[src/rtl/wb_stage_pipe_pkg.sv]
// Shared types, constants and helpers for the registered writeback stage.
package wb_stage_pipe_pkg;

  // Default configuration: a 32-bit datapath.
  localparam int DATA_W_DEF = 32;
  localparam int NB         = DATA_W_DEF / 8;
  localparam int HILO_W     = 2 * DATA_W_DEF;

  // Largest lane count the helpers handle. This covers DATA_W up to 256.
  localparam int MAX_NB = 32;

  // Full-width lane masks. Users slice them down to their own lane count.
  localparam logic [MAX_NB-1:0] DRE_WORD = '1;
  localparam logic [MAX_NB-1:0] DRE_NONE = '0;

  // Result of classifying a lane-enable pattern as an aligned halfword.
  typedef struct packed {
    logic       legal;
    logic [7:0] idx;
  } half_sel_t;

  // Returns legal=1 and the halfword index j when dre is exactly {2j+1,2j}.
  function automatic half_sel_t is_half(input logic [MAX_NB-1:0] dre, input int nb);
    half_sel_t         r;
    logic [MAX_NB-1:0] m;
    r = '0;
    for (int j = 0; j < MAX_NB / 2; j++) begin
      m          = '0;
      m[2*j]     = 1'b1;
      m[2*j + 1] = 1'b1;
      if ((2 * j + 1 < nb) && (dre == m)) begin
        r.legal = 1'b1;
        r.idx   = 8'(j);
      end
    end
    return r;
  endfunction

endpackage

[src/rtl/wb_stage_pipe_if.sv]
// MEM->WB bus of the writeback stage. It also carries the RAM read data,
// the stall/flush controls and the register-file/HI-LO write ports.
//
// Handshake semantics: there is no valid/ready pair. The enables act as
// valids (mem_wreg_i, mem_whilo_i in, wb_wreg_o, wb_whilo_o out). stall_i is
// the only back-pressure: while it is high, the WB register and any captured
// load data are held. flush_i turns the next WB slot into a bubble and wins
// over stall_i.
interface wb_stage_pipe_if #(
  parameter int DATA_W = 32,
  parameter int REG_AW = 5
);
  localparam int LANES = DATA_W / 8;

  logic [REG_AW-1:0]   mem_wa_i;
  logic                mem_wreg_i;
  logic [DATA_W-1:0]   mem_dreg_i;
  logic                mem_mreg_i;
  logic [LANES-1:0]    mem_dre_i;
  logic                mem_sext_i;
  logic                mem_whilo_i;
  logic [2*DATA_W-1:0] mem_hilo_i;
  logic [DATA_W-1:0]   dm_i;
  logic                stall_i;
  logic                flush_i;

  logic [REG_AW-1:0]   wb_wa_o;
  logic                wb_wreg_o;
  logic [DATA_W-1:0]   wb_wd_o;
  logic                wb_whilo_o;
  logic [2*DATA_W-1:0] wb_hilo_o;
  logic                wb_lderr_o;

  // Pipeline side: drives the MEM outputs, RAM data and controls.
  modport master (
    output mem_wa_i, mem_wreg_i, mem_dreg_i, mem_mreg_i, mem_dre_i,
           mem_sext_i, mem_whilo_i, mem_hilo_i, dm_i, stall_i, flush_i,
    input  wb_wa_o, wb_wreg_o, wb_wd_o, wb_whilo_o, wb_hilo_o, wb_lderr_o
  );

  // Writeback stage side.
  modport slave (
    input  mem_wa_i, mem_wreg_i, mem_dreg_i, mem_mreg_i, mem_dre_i,
           mem_sext_i, mem_whilo_i, mem_hilo_i, dm_i, stall_i, flush_i,
    output wb_wa_o, wb_wreg_o, wb_wd_o, wb_whilo_o, wb_hilo_o, wb_lderr_o
  );
endinterface

[src/rtl/wb_stage_pipe_load_align.sv]
// Combinational load extractor. It picks a byte, an aligned halfword or the
// full word out of a source word based on the lane enables, optionally
// reverses byte order, and sign- or zero-extends the result. Any lane pattern
// that is none of those shapes is reported as an error and yields zero.
module wb_load_align
  import wb_stage_pipe_pkg::*;
#(
  parameter int DATA_W    = 32,
  parameter bit BYTE_SWAP = 1'b1
) (
  input  logic [DATA_W-1:0]   src,
  input  logic [DATA_W/8-1:0] dre,
  input  logic                sext,
  output logic [DATA_W-1:0]   data,
  output logic                err
);
  localparam int LANES = DATA_W / 8;

  half_sel_t         hs;
  logic [DATA_W-1:0] swapped;
  logic [7:0]        b;
  logic [15:0]       h;

  // Decode the lane pattern and extract, extend or flag the load.
  always_comb begin
    data    = '0;
    err     = 1'b0;
    b       = '0;
    h       = '0;
    swapped = '0;
    hs      = is_half(MAX_NB'(dre), LANES);
    for (int i = 0; i < LANES; i++) begin
      swapped[8*i +: 8] = src[8*(LANES-1-i) +: 8];
    end
    if (dre == DRE_WORD[LANES-1:0]) begin
      data = BYTE_SWAP ? swapped : src;
    end else if ($onehot(dre)) begin
      for (int k = 0; k < LANES; k++) begin
        if (dre[k]) b = src[8*k +: 8];
      end
      data = {{(DATA_W-8){sext & b[7]}}, b};
    end else if (hs.legal) begin
      for (int j = 0; j < LANES / 2; j++) begin
        if (hs.idx == 8'(j)) h = src[16*j +: 16];
      end
      if (BYTE_SWAP) h = {h[7:0], h[15:8]};
      data = {{(DATA_W-16){sext & h[15]}}, h};
    end else begin
      err = 1'b1;
    end
  end

endmodule

[src/rtl/wb_stage_pipe.sv]
// Registered writeback stage. It holds the MEM/WB pipeline register with
// flush and stall, and extracts load data from synchronous RAM read data.
// While a load is stalled in WB, the RAM word is frozen in a hold register
// so the write data stays stable even if the RAM output moves.
module wb_stage_pipe
  import wb_stage_pipe_pkg::*;
#(
  parameter int DATA_W    = 32,
  parameter int REG_AW    = 5,
  parameter bit BYTE_SWAP = 1'b1
) (
  input logic              cpu_clk_50M,
  input logic              cpu_rst,
  wb_stage_pipe_if.slave   bus
);
  localparam int LANES = DATA_W / 8;

  logic [REG_AW-1:0]   r_wa;
  logic                r_wreg;
  logic [DATA_W-1:0]   r_dreg;
  logic                r_mreg;
  logic [LANES-1:0]    r_dre;
  logic                r_sext;
  logic                r_whilo;
  logic [2*DATA_W-1:0] r_hilo;
  logic                hold;
  logic [DATA_W-1:0]   hold_q;

  logic [DATA_W-1:0]   src;
  logic [DATA_W-1:0]   ld_data;
  logic                ld_err;
  logic                lderr;
  logic                wreg;

  // MEM/WB register with priority reset > flush > stall > capture.
  // On a stall it freezes the RAM word for a load that sits in WB.
  always_ff @(posedge cpu_clk_50M or posedge cpu_rst) begin
    if (cpu_rst) begin
      r_wa    <= '0;
      r_wreg  <= 1'b0;
      r_dreg  <= '0;
      r_mreg  <= 1'b0;
      r_dre   <= DRE_NONE[LANES-1:0];
      r_sext  <= 1'b0;
      r_whilo <= 1'b0;
      r_hilo  <= '0;
      hold    <= 1'b0;
      hold_q  <= '0;
    end else if (bus.flush_i) begin
      r_wreg  <= 1'b0;
      r_whilo <= 1'b0;
      r_mreg  <= 1'b0;
      r_dre   <= DRE_NONE[LANES-1:0];
      hold    <= 1'b0;
    end else if (bus.stall_i) begin
      if (r_mreg && !hold) begin
        hold_q <= bus.dm_i;
        hold   <= 1'b1;
      end
    end else begin
      r_wa    <= bus.mem_wa_i;
      r_wreg  <= bus.mem_wreg_i;
      r_dreg  <= bus.mem_dreg_i;
      r_mreg  <= bus.mem_mreg_i;
      r_dre   <= bus.mem_dre_i;
      r_sext  <= bus.mem_sext_i;
      r_whilo <= bus.mem_whilo_i;
      r_hilo  <= bus.mem_hilo_i;
      hold    <= 1'b0;
    end
  end

  // Use the frozen word while holding, otherwise the live RAM output.
  always_comb begin
    src = hold ? hold_q : bus.dm_i;
  end

  wb_load_align #(
    .DATA_W    (DATA_W),
    .BYTE_SWAP (BYTE_SWAP)
  ) u_align (
    .src  (src),
    .dre  (r_dre),
    .sext (r_sext),
    .data (ld_data),
    .err  (ld_err)
  );

  // Drive the write ports. An illegal load suppresses the register write,
  // and the data outputs are zero whenever their enable is low.
  always_comb begin
    lderr          = r_mreg & ld_err;
    wreg           = r_wreg & ~lderr;
    bus.wb_wa_o    = r_wa;
    bus.wb_wreg_o  = wreg;
    bus.wb_wd_o    = '0;
    if (wreg) bus.wb_wd_o = r_mreg ? ld_data : r_dreg;
    bus.wb_lderr_o = lderr;
    bus.wb_whilo_o = r_whilo;
    bus.wb_hilo_o  = r_whilo ? r_hilo : '0;
  end

endmodule
[src/flat_wrapper.sv]
// flat-port wrapper written by rule: the top's interface ports become plain ports
module wb_stage_pipe_flat import wb_stage_pipe_pkg::*;
#(
  parameter int DATA_W    = 32,
  parameter int REG_AW    = 5,
  parameter bit BYTE_SWAP = 1'b1
)
  (cpu_clk_50M, cpu_rst, bus_mem_wa_i, bus_mem_wreg_i, bus_mem_dreg_i, bus_mem_mreg_i, bus_mem_dre_i, bus_mem_sext_i, bus_mem_whilo_i, bus_mem_hilo_i, bus_dm_i, bus_stall_i, bus_flush_i, bus_wb_wa_o, bus_wb_wreg_o, bus_wb_wd_o, bus_wb_whilo_o, bus_wb_hilo_o, bus_wb_lderr_o);
  wb_stage_pipe_if #(.DATA_W(DATA_W), .REG_AW(REG_AW)) bus_i ();
  input logic cpu_clk_50M;
  input logic cpu_rst;
  input wire logic [$bits(bus_i.mem_wa_i)-1:0] bus_mem_wa_i;
  input wire logic [$bits(bus_i.mem_wreg_i)-1:0] bus_mem_wreg_i;
  input wire logic [$bits(bus_i.mem_dreg_i)-1:0] bus_mem_dreg_i;
  input wire logic [$bits(bus_i.mem_mreg_i)-1:0] bus_mem_mreg_i;
  input wire logic [$bits(bus_i.mem_dre_i)-1:0] bus_mem_dre_i;
  input wire logic [$bits(bus_i.mem_sext_i)-1:0] bus_mem_sext_i;
  input wire logic [$bits(bus_i.mem_whilo_i)-1:0] bus_mem_whilo_i;
  input wire logic [$bits(bus_i.mem_hilo_i)-1:0] bus_mem_hilo_i;
  input wire logic [$bits(bus_i.dm_i)-1:0] bus_dm_i;
  input wire logic [$bits(bus_i.stall_i)-1:0] bus_stall_i;
  input wire logic [$bits(bus_i.flush_i)-1:0] bus_flush_i;
  output wire logic [$bits(bus_i.wb_wa_o)-1:0] bus_wb_wa_o;
  output wire logic [$bits(bus_i.wb_wreg_o)-1:0] bus_wb_wreg_o;
  output wire logic [$bits(bus_i.wb_wd_o)-1:0] bus_wb_wd_o;
  output wire logic [$bits(bus_i.wb_whilo_o)-1:0] bus_wb_whilo_o;
  output wire logic [$bits(bus_i.wb_hilo_o)-1:0] bus_wb_hilo_o;
  output wire logic [$bits(bus_i.wb_lderr_o)-1:0] bus_wb_lderr_o;
  assign bus_i.mem_wa_i = bus_mem_wa_i;
  assign bus_i.mem_wreg_i = bus_mem_wreg_i;
  assign bus_i.mem_dreg_i = bus_mem_dreg_i;
  assign bus_i.mem_mreg_i = bus_mem_mreg_i;
  assign bus_i.mem_dre_i = bus_mem_dre_i;
  assign bus_i.mem_sext_i = bus_mem_sext_i;
  assign bus_i.mem_whilo_i = bus_mem_whilo_i;
  assign bus_i.mem_hilo_i = bus_mem_hilo_i;
  assign bus_i.dm_i = bus_dm_i;
  assign bus_i.stall_i = bus_stall_i;
  assign bus_i.flush_i = bus_flush_i;
  assign bus_wb_wa_o = bus_i.wb_wa_o;
  assign bus_wb_wreg_o = bus_i.wb_wreg_o;
  assign bus_wb_wd_o = bus_i.wb_wd_o;
  assign bus_wb_whilo_o = bus_i.wb_whilo_o;
  assign bus_wb_hilo_o = bus_i.wb_hilo_o;
  assign bus_wb_lderr_o = bus_i.wb_lderr_o;
  wb_stage_pipe #(.DATA_W(DATA_W), .REG_AW(REG_AW), .BYTE_SWAP(BYTE_SWAP)) u_core (.cpu_clk_50M(cpu_clk_50M), .cpu_rst(cpu_rst), .bus(bus_i));
endmodule
[config.mk]
export PLATFORM = sky130hd
export DESIGN_NAME = wb_stage_pipe_flat
export DESIGN_NICKNAME = d
export VERILOG_FILES = /design/src/rtl/wb_stage_pipe_pkg.sv /design/src/rtl/wb_stage_pipe_if.sv /design/src/rtl/wb_stage_pipe_load_align.sv /design/src/rtl/wb_stage_pipe.sv /design/src/flat_wrapper.sv
export SDC_FILE = /design/constraint.sdc
export NUM_CORES = 1
export LEC_CHECK = 0
export ABC_AREA = 1
export BUFFER_PORTS_ARGS = -buffer_cell sky130_fd_sc_hd__buf_2
export CELL_PAD_IN_SITES_DETAIL_PLACEMENT = 2
export CELL_PAD_IN_SITES_GLOBAL_PLACEMENT = 2
export CORE_UTILIZATION = 29
export DETAILED_ROUTE_END_ITERATION = 6
export HOLD_SLACK_MARGIN = 0.06
export MAX_ROUTING_LAYER = met4
export PLACE_DENSITY_LB_ADDON = 0.1
export SETUP_SLACK_MARGIN = 0.1
export SYNTH_ARGS = -nofsm -noshare
export SYNTH_HDL_FRONTEND = slang
export SYNTH_HIERARCHICAL = 1
export SYNTH_SLANG_ARGS = --single-unit
[constraint.sdc]
create_clock -name cpu_clk_50M -period 8.58 [get_ports cpu_clk_50M]
set_input_delay 0 -clock cpu_clk_50M [delete_from_list [all_inputs] [get_ports cpu_clk_50M]]
set_output_delay 0 -clock cpu_clk_50M [all_outputs]
set_load 0.05 [all_outputs]
==> impl_metrics.py, run 1 <==
metrics = {
    "outcome": {
        "status": "finished, final reports clean",
    },
    "timing": {
        "fin_skew_ns": 0.00323,
        "slew_viol_final": 0,
        "finalSetupViolations": 0,
        "finalCriticalPeriod_ns": 4.55,
        "tightest_slew_ns": 1.16,
        "final-hold-violation-count": 0,
        "relSlewSlack_pct": 22.3,
        "fmax_mhz": 220,
        "timing.final.crit_share_pct": 53.0,
        "rsz0062_at_grt": "false",
        "tns_ns": 0,
    },
    "floorplanning": {
        "die_h_um": 168,
        "initial_core_util_pct": 29.7,
        "die_area_um2": 28300,
        "coreArea_um2": 27000,
        "ios": 249,
        "fp-row-count": 60,
        "die_w_um": 168,
    },
    "place": {
        "post_dp_cell_area_um2": 9370,
        "hpwl_um": 22400,
        "place.gp.congestion": 0.814,
        "port_buffers": 248,
    },
    "hold_path": {
        "hp-class": "in2reg",
        "worstHoldStart": "bus_flush_i",
        "worstHoldEndpoint": "u_core/bus.wb_whilo_o",
        "holdPathStages": 5,
    },
    "worst_setup_path": {
        "endpoint_kind": "output port",
        "timing.rr.end": "u_core/hold_q[15]",
        "worst-endpoint-required_ns": 8.58,
        "rrSetupSlack_ns": 6.42,
        "crit_start": "u_core/r_dre[3]",
        "start_kind": "register",
        "worstSetupPathType": "reg2out",
        "r2r-start": "u_core/hold",
        "r2r_cells": 5,
        "cp_max_fo": 33,
        "crit_arrival_ns": 4.55,
    },
    "clock_network": {
        "clock-root-buffer": "clkbuf_16",
        "clock-sinks": 142,
        "cts_setup_buffers": 0,
        "cts.repair.resized": 0,
        "htree_num_levels": 4,
        "cts_buffers": 17,
        "clockBufferDepth": 2,
        "tritoncts": "yes",
        "insertion_delay_ns": 0.42,
        "cts_hold_buf": 142,
        "path_clk_slew_ns": 0.07,
    },
    "logic_synthesis": {
        "syn_area_um2": 8020,
        "syn_avg_cell_area_um2": 6.54,
        "synth_cell_type_count": 22,
        "ys_ff_latch": 142,
        "synth.net_count": 1376,
        "syn_inst": 1226,
        "ys_warn_count": 6,
        "seq_area_frac_synth_pct": 44.3,
    },
    "finish": {
        "drive_gt1_share_pct": 19.7,
        "n_fill_cell": 3210,
        "syn2layout_area_growth_pct": 42.1,
        "fin_nets": 1722,
        "fin_area_um2": 11400,
    },
    "route": {
        "via_per_inst": 4.74,
        "drtIter0Drc": 392,
        "vias": 9167,
        "drc": 0,
        "wire_per_inst_um": 19.3,
        "wirelength_um": 37400,
        "dr.pass1.iters": 4,
        "ant_nets": 0,
    },
    "global_route": {
        "grt_pass1_wl_um": 58300,
        "grt_start_max_net_pins": 74,
        "grt_antenna_before_repair": 7,
        "grt_use_total_pct": 27.7,
        "grt_pass1_vias": 10300,
        "overflow": 0,
    },
    "job": {
        "drv_cap": 0,
    },
    "power": {
        "cellPowerDensity_nw_per_um2": 181,
        "p_leak_nw": 6.94,
        "irDropWorstVdd_uv": 108,
    },
}
worst max-delay path by stage:
stage | endpoint | slack (ns) | cells past startpoint
4_1_cts | bus_wb_wd_o[29] | 3.99 | 13
5_1_grt | bus_wb_wd_o[11] | 3.56 | 13
6_report | bus_wb_wd_o[8] | 4.03 | 13
3_3_place_gp | bus_wb_wd_o[11] | 4.55 | 13
2_1_floorplan | u_core/bus.wb_wa_o[0] | 4.77 | 1
3_5_place_dp | bus_wb_wd_o[29] | 4.49 | 13
synth_stat cells:
cell type	n	area (um2)
nand2_1	767	2880
dfrtp_1	142	3550
inv_1	94	353
a21oi_1	56	280
nand3_1	48	240
buf_2	47	235
nor2_1	14	52.6
clkbuf_1	11	41.3
buf_4	10	75.1
o21ai_0	8	40.0
or2_2	7	43.8
ha_1	4	50.1
buf_6	3	33.8
nand2_4	3	33.8
inv_2	2	7.51
inv_4	2	12.5
nand2_2	2	12.5
nand3_2	2	20.0
fa_1	1	20.0
nand4_1	1	6.26
nor2_2	1	6.26
nor2_8	1	20.0
registers in the layout, summed over array words and instances, names as in the netlist:
name	flops
u_core/r_hilo	64
u_core/hold_q	32
u_core/r_dreg	32
u_core/bus.wb_wa_o	5
u_core/r_dre	4
u_core/bus.wb_whilo_o	1
u_core/hold	1
u_core/r_mreg	1
u_core/r_sext	1
u_core/r_wreg	1
power by group:
group,internal (mW),switching [mW],total (mW)
sequential,0.767,0.0639,0.831
clock,0.395,0.364,0.759
combinational,0.156,0.316,0.472
total,1.32,0.744,2.06
per-stage QoR:
step | setup slack (ns) | power (mW) | cells | hold WS [ns] | util [%]
finish | 4.03 | 2.06 | 1933 | 0.210 | 42.2
global placement | 4.55 | 1.23 | 1752 | 0.176 | 34.7
global route | 3.56 | 2.17 | 1933 | 0.239 | 42.2
floorplan | 4.77 | 1.10 | 1226 | 0.117 | -
detailed placement | 4.49 | 1.24 | 1752 | 0.168 | 34.7
CTS | 3.99 | 2.06 | 1926 | 0.199 | 42.1
layout by cell type (no fill, tap or decap), types with 2 or more instances in the layout:
| cell | count |
|---|---|
| a21oi_1 | 56 |
| buf_2 | 248 |
| buf_4 | 8 |
| clkbuf_16 | 17 |
| clkinv_4 | 2 |
| clkinvlp_4 | 2 |
| dfrtp_1 | 141 |
| diode_2 | 7 |
| dlygate4sd3_1 | 142 |
| ha_1 | 4 |
| inv_1 | 92 |
| inv_2 | 2 |
| inv_4 | 2 |
| inv_6 | 5 |
| inv_8 | 5 |
| nand2_1 | 767 |
| nand2_2 | 2 |
| nand2_4 | 3 |
| nand3_1 | 48 |
| nand3_2 | 2 |
| nor2_1 | 13 |
| o21ai_0 | 8 |
| or2_2 | 7 |
worst max-delay path, stage by stage (launching register included):
cell and delay, ns:
dfrtp_1 0.82, inv_1 0.13, fa_1 0.50, inv_1 0.04, ha_1 0.18, ha_1 0.27, nor2_1 0.10, nand2_1 0.37
nand2_1 0.17, nor2_1 0.06, nand2_1 0.08, nand2_1 0.65, a21oi_1 0.39, buf_2 0.32
cell families (layout without fill, tap and decap cells):
kind of cell,Yosys count,in the layout,share of synthesized area [%]
other,0,7,0
buffers and inverters,169,528,9.46
and+or+nand+nor,846,846,41.3
adders and majority gates,5,5,0.874
DFF,142,142,44.3
AOI/OAI and AO/OA,64,64,4.00
layout make-up:
| type | count | area (um2) | share of cell area (%) |
|---|---|---|---|
| multi-input cells | 915 | 3710 | 32.6 |
| flip-flops and latches | 142 | 3550 | 31.2 |
| repair buffers | 398 | 2720 | 23.9 |
| clock buffers | 18 | 439 | 3.86 |
| well taps | 341 | 427 | 3.75 |
| inverters | 98 | 379 | 3.33 |
| clock inverters | 14 | 140 | 1.23 |
| diodes | 7 | 17.5 | 0.154 |
layer usage:
metal	wire length, um	share of wire, %	global-route usage [%]
met1	14900	40	29.8
met2	19700	53	50.2
met3	1700	4.6	5.88
met4	1050	2.8	9.37
met5	0	0	-
Power figures use the tool's default switching activity.
==> run 2: changes to the inputs <==
- CORE_UTILIZATION: 29 -> 27
- clock period: 8.58 -> 4.62 ns (I/O delays scaled with it)
==> run 2 against run 1 <==
- clock power increased by 83%
- cell area increased by 0.58%
- non-clock buffer count is 4 higher
- combinational power grew 81%
- first-iteration DRC count down 9.7%
- sequential power grew 85%
- hold slack worse by 0.077 ns
==> impl_metrics.py, run 2 (synthesis results as in run 1) <==
metrics = {
    "outcome": {
        "status": "finished, final reports clean",
    },
    "finish": {
        "most-common-layout-cells": "nand2_1, buf_2, dlygate4sd3_1",
        "largest_register_ff_count": 64,
        "fin_util_pct": 39.6,
        "drive_gt1_share_pct": 19.9,
        "syn2layout_area_growth_pct": 42.9,
        "fin_nets": 1726,
        "reg.largest.list": "u_core/r_hilo (64), u_core/hold_q (32), u_core/r_dreg (32)",
        "final_common_cell": "nand2_1",
        "regMostFlops": "u_core/r_hilo",
    },
    "worst_setup_path": {
        "crit_arrival_ns": 4.12,
        "endpoint_kind": "output port",
        "worstSetupPathType": "reg2out",
        "cp_max_fo": 17,
        "start_kind": "register",
        "rrSetupSlack_ns": 2.36,
        "worst-endpoint-required_ns": 4.62,
    },
    "power": {
        "cellPowerDensity_nw_per_um2": 329,
        "irDropWorstVdd_uv": 165,
        "p_leak_nw": 6.95,
    },
    "timing": {
        "tns_ns": 0,
        "finalCriticalPeriod_ns": 4.12,
        "fin_hold_ws_ns": 0.133,
        "rsz0062_at_grt": "false",
        "relSlewSlack_pct": 35.0,
        "tightest_slew_ns": 0.975,
        "fmax_mhz": 243,
        "final-hold-violation-count": 0,
        "finalSetupViolations": 0,
        "slew_viol_final": 0,
        "fin_skew_ns": 0.00723,
        "timing.final.crit_share_pct": 89.2,
    },
    "clock_network": {
        "clockBufferDepth": 2,
        "clock-root-buffer": "clkbuf_16",
        "cts_buffers": 17,
        "insertion_delay_ns": 0.42,
        "htree_num_levels": 4,
        "path_clk_slew_ns": 0.07,
        "tritoncts": "yes",
        "clock-sinks": 142,
    },
    "route": {
        "ant_nets": 0,
        "drc": 0,
        "vias": 8885,
        "wirelength_um": 34800,
        "via_per_inst": 4.49,
        "drtIter0Drc": 354,
        "dr.pass1.iters": 4,
        "wire_per_inst_um": 17.6,
    },
    "place": {
        "hpwl_um": 22500,
        "port_buffers": 248,
        "place.gp.congestion": 0.784,
    },
    "hold_path": {
        "hp-class": "in2async",
    },
    "floorplanning": {
        "die_h_um": 174,
        "initial_core_util_pct": 27.7,
        "ios": 249,
        "coreArea_um2": 28900,
        "fp-row-count": 62,
        "die_area_um2": 30400,
        "die_w_um": 174,
    },
    "global_route": {
        "grt_pass1_wl_um": 54800,
        "grt_start_max_net_pins": 67,
        "grt_pass1_vias": 9908,
        "grt_use_total_pct": 24.0,
        "overflow": 0,
        "grt_antenna_before_repair": 5,
    },
    "job": {
        "drv_cap": 0,
    },
}
-- run 2: where the power goes --
part	internal (mW)	total, mW	switching [mW]
Sequential	1.42	1.54	0.112
Combinational	0.291	0.852	0.561
Clock	0.720	1.39	0.666
Total	2.44	3.77	1.34
-- run 2: layout make-up --
cell class / count / area [um2]
Clock buffer: 17 / 425
Tap cell: 384 / 480
Antenna cell: 5 / 12.5
Timing Repair Buffer: 402 / 2750
Clock inverter: 14 / 140
Inverter: 98 / 379
Sequential cell: 142 / 3560
Fill cell: 3500 / 17500
Multi-Input combinational cell: 915 / 3710
-- run 2: worst max-delay path: stages, from the launching register on --
cell     delay (ns)
dfrtp_1        0.57
inv_2          0.18
fa_1           0.54
inv_1          0.04
ha_1           0.17
ha_1           0.27
nor2_1         0.10
nand2_1        0.37
a21oi_1        0.31
nand3_1        0.34
a21oi_1        0.28
nand2_1        0.08
a21oi_1        0.16
buf_2          0.28
-- run 2: path summary, 6_finish.rpt --
kind,start,end,depth (start not counted)
worst max-delay path,u_core/r_dre[1],bus_wb_wd_o[9],13
worst min-delay path,cpu_rst,u_core/r_hilo[10],3
worst max register to register,u_core/hold,u_core/hold_q[31],4
worst min register to register,u_core/r_hilo[9],u_core/r_hilo[9],2
max in group asynchronous,cpu_rst,u_core/r_hilo[39],4
min in group cpu_clk_50M,bus_stall_i,u_core/r_hilo[14],5
-- run 2: timing repair --
item | CTS | global route
gates resized for setup | 0 | 1
hold buffers | 142 | 0
hold endpoints to repair | 175 | 0
buffers inserted | 0 | 0
endpoints found under the setup margin | 0 | 8
-- run 2: metal layers --
layer | track usage [%] | vias up | share of wire [%]
li1 | - | 4368 | -
met1 | 27.4 | 4315 | 42
met2 | 42.2 | 172 | 52
met3 | 5.51 | 30 | 4.1
met4 | 5.77 | 0 | 1.5
met5 | - | - | 0
-- run 2: metrics by stage --
step | total power, mW | setup WS, ns | cell area (um2) | instances
floorplan | 2.05 | 0.810 | 8020 | 1226
global placement | 2.28 | 0.842 | 9460 | 1799
detailed placement | 2.31 | 0.797 | 9460 | 1799
CTS | 3.82 | 0.295 | 11400 | 1972
global route | 3.98 | 0.214 | 11500 | 1977
finish | 3.77 | 0.497 | 11500 | 1977
==> run 3: changes to the inputs <==
- clock period: 4.62 -> 4.1 ns (I/O delays scaled with it)
==> run 3 against run 2 <==
- count of clock-buffer cells in the layout increased by 1
- via count increased by 1.5%
- power increased by 16%
- die area unchanged
- setup slack got worse by 0.095 ns
- clock power increased by 19%
- clock skew increased by 0.0029 ns
- flip-flop and latch count unchanged
- utilization increased by 0.20 points
- critical path type unchanged
- largest cell class unchanged
- highest routed layer unchanged
==> impl_metrics.py, run 3 (synthesis results as in run 1) <==
metrics = {
    "outcome": {
        "status": "finished, final reports clean",
    },
    "finish": {
        "drive_gt1_share_pct": 20.1,
        "final_common_cell": "nand2_1",
        "largest_register_ff_count": 64,
        "fin_nets": 1727,
        "syn2layout_area_growth_pct": 43.7,
        "fin_area_um2": 11500,
        "regMostFlops": "u_core/r_hilo",
        "most-common-layout-cells": "nand2_1, buf_2, dlygate4sd3_1",
        "reg.largest.list": "u_core/r_hilo (64), u_core/hold_q (32), u_core/r_dreg (32)",
        "instances_no_fill": 1980,
    },
    "hold_path": {
        "worstHoldStart": "bus_stall_i",
        "hp-class": "in2reg",
    },
    "place": {
        "post_dp_cell_area_um2": 9470,
        "place.gp.congestion": 0.815,
        "port_buffers": 248,
        "hpwl_um": 22400,
        "dp.cells": 1800,
    },
    "timing": {
        "tns_ns": 0,
        "final-hold-violation-count": 0,
        "timing.final.crit_share_pct": 90.2,
        "relSlewSlack_pct": 41.7,
        "finalSetupViolations": 0,
        "finalCriticalPeriod_ns": 3.70,
        "tightest_slew_ns": 0.875,
        "rsz0062_at_grt": "false",
        "fin_skew_ns": 0.0101,
        "slew_viol_final": 0,
        "fmax_mhz": 270,
    },
    "worst_setup_path": {
        "endpoint_kind": "output port",
        "r2r-start": "u_core/r_mreg",
        "worstSetupPathType": "reg2out",
        "worst-endpoint-required_ns": 4.10,
        "cp_max_fo": 16,
        "crit_start": "u_core/r_dre[1]",
        "start_kind": "register",
        "crit_arrival_ns": 3.70,
    },
    "power": {
        "irDropWorstVdd_uv": 202,
        "p_leak_nw": 6.98,
        "p_total_mw": 4.36,
        "cellPowerDensity_nw_per_um2": 379,
    },
    "global_route": {
        "grt_start_max_net_pins": 85,
        "grt_use_total_pct": 24.2,
        "grt_pass1_vias": 10100,
        "overflow": 0,
        "grt_pass1_wl_um": 55300,
        "grt_antenna_before_repair": 6,
    },
    "floorplanning": {
        "die_w_um": 174,
        "die_h_um": 174,
        "ios": 249,
        "coreArea_um2": 28900,
        "die_area_um2": 30400,
        "fp-row-count": 62,
        "initial_core_util_pct": 27.7,
    },
    "clock_network": {
        "insertion_delay_ns": 0.43,
        "clock-root-buffer": "clkbuf_16",
        "clockBufferDepth": 2,
        "cts_buffers": 17,
        "tritoncts": "yes",
        "clock-sinks": 142,
        "htree_num_levels": 4,
        "path_clk_slew_ns": 0.07,
    },
    "route": {
        "ant_nets": 0,
        "wire_per_inst_um": 17.7,
        "dr.pass1.iters": 4,
        "wirelength_um": 35100,
        "vias": 9022,
        "drc": 0,
        "drtIter0Drc": 416,
        "via_per_inst": 4.56,
    },
    "job": {
        "drv_cap": 0,
    },
}
==> run 3: worst max-delay path: stages (launching register included) <==
cell and delay, ns:
dfrtp_2 0.48, inv_2 0.14, fa_1 0.52, inv_1 0.04
ha_1 0.17, ha_1 0.27, nor2_1 0.04, nand2_1 0.26
buf_4 0.24, nand2_4 0.07, inv_4 0.11, nand2_1 0.07
nand2_2 0.08, nand2_4 0.13, nand2_1 0.09, nand2_1 0.06
a21oi_1 0.20, buf_2 0.29
==> run 3: cell type report <==
cell class                 instances  area (um2)
clock inverter                    14         168
timing repair buffer             403        2760
antenna                            6        15.0
inverter                          98         379
clock buffer                      18         439
fill                            3474       17400
multi-input combinational        915        3720
sequential                       142        3560
tap                              384         480
==> run 3: what timing repair did <==
action / in CTS / in global routing
hold buffers: 142 / 0
setup buffers: 0 / 0
endpoints found under the setup margin: 0 / 25
hold endpoints to repair: 223 / 0
gates resized for setup: 0 / 3
==> run 3: worst paths after layout <==
path	to	slack [ns]	depth (start not counted)
min reg2reg	u_core/r_dreg[25]	0.47	2
min	u_core/bus.wb_whilo_o	0.16	5
max reg2reg	u_core/hold_q[5]	1.67	6
min in group asynchronous	u_core/r_hilo[11]	0.27	3
max in group asynchronous	u_core/r_dre[0]	2.81	4
max	bus_wb_wd_o[22]	0.40	17
==> run 3: per-layer routing <==
| metal | wire (um) | GRT usage [%] | up-vias |
|---|---|---|---|
| li1 | - | - | 4369 |
| met1 | 14200 | 26.1 | 4429 |
| met2 | 18600 | 44.0 | 184 |
| met3 | 1700 | 6.21 | 40 |
| met4 | 631 | 5.96 | 0 |
| met5 | 0 | - | - |
==> run 3: power by group <==
part	internal [mW]	total, mW	switching (mW)
sequential	1.61	1.74	0.130
combinational	0.331	0.967	0.636
clock	0.938	1.66	0.721
==> run 3: through the flow <==
stage          hold slack [ns]  utilization [%]  setup slack (ns)
3_3_place_gp             0.199             32.7             0.805
2_1_floorplan            0.117                -             0.290
6_report                 0.158             39.8             0.402
4_1_cts                  0.158             39.7             0.246
3_5_place_dp             0.209             32.7             0.744
5_1_grt                  0.181             39.8             0.134
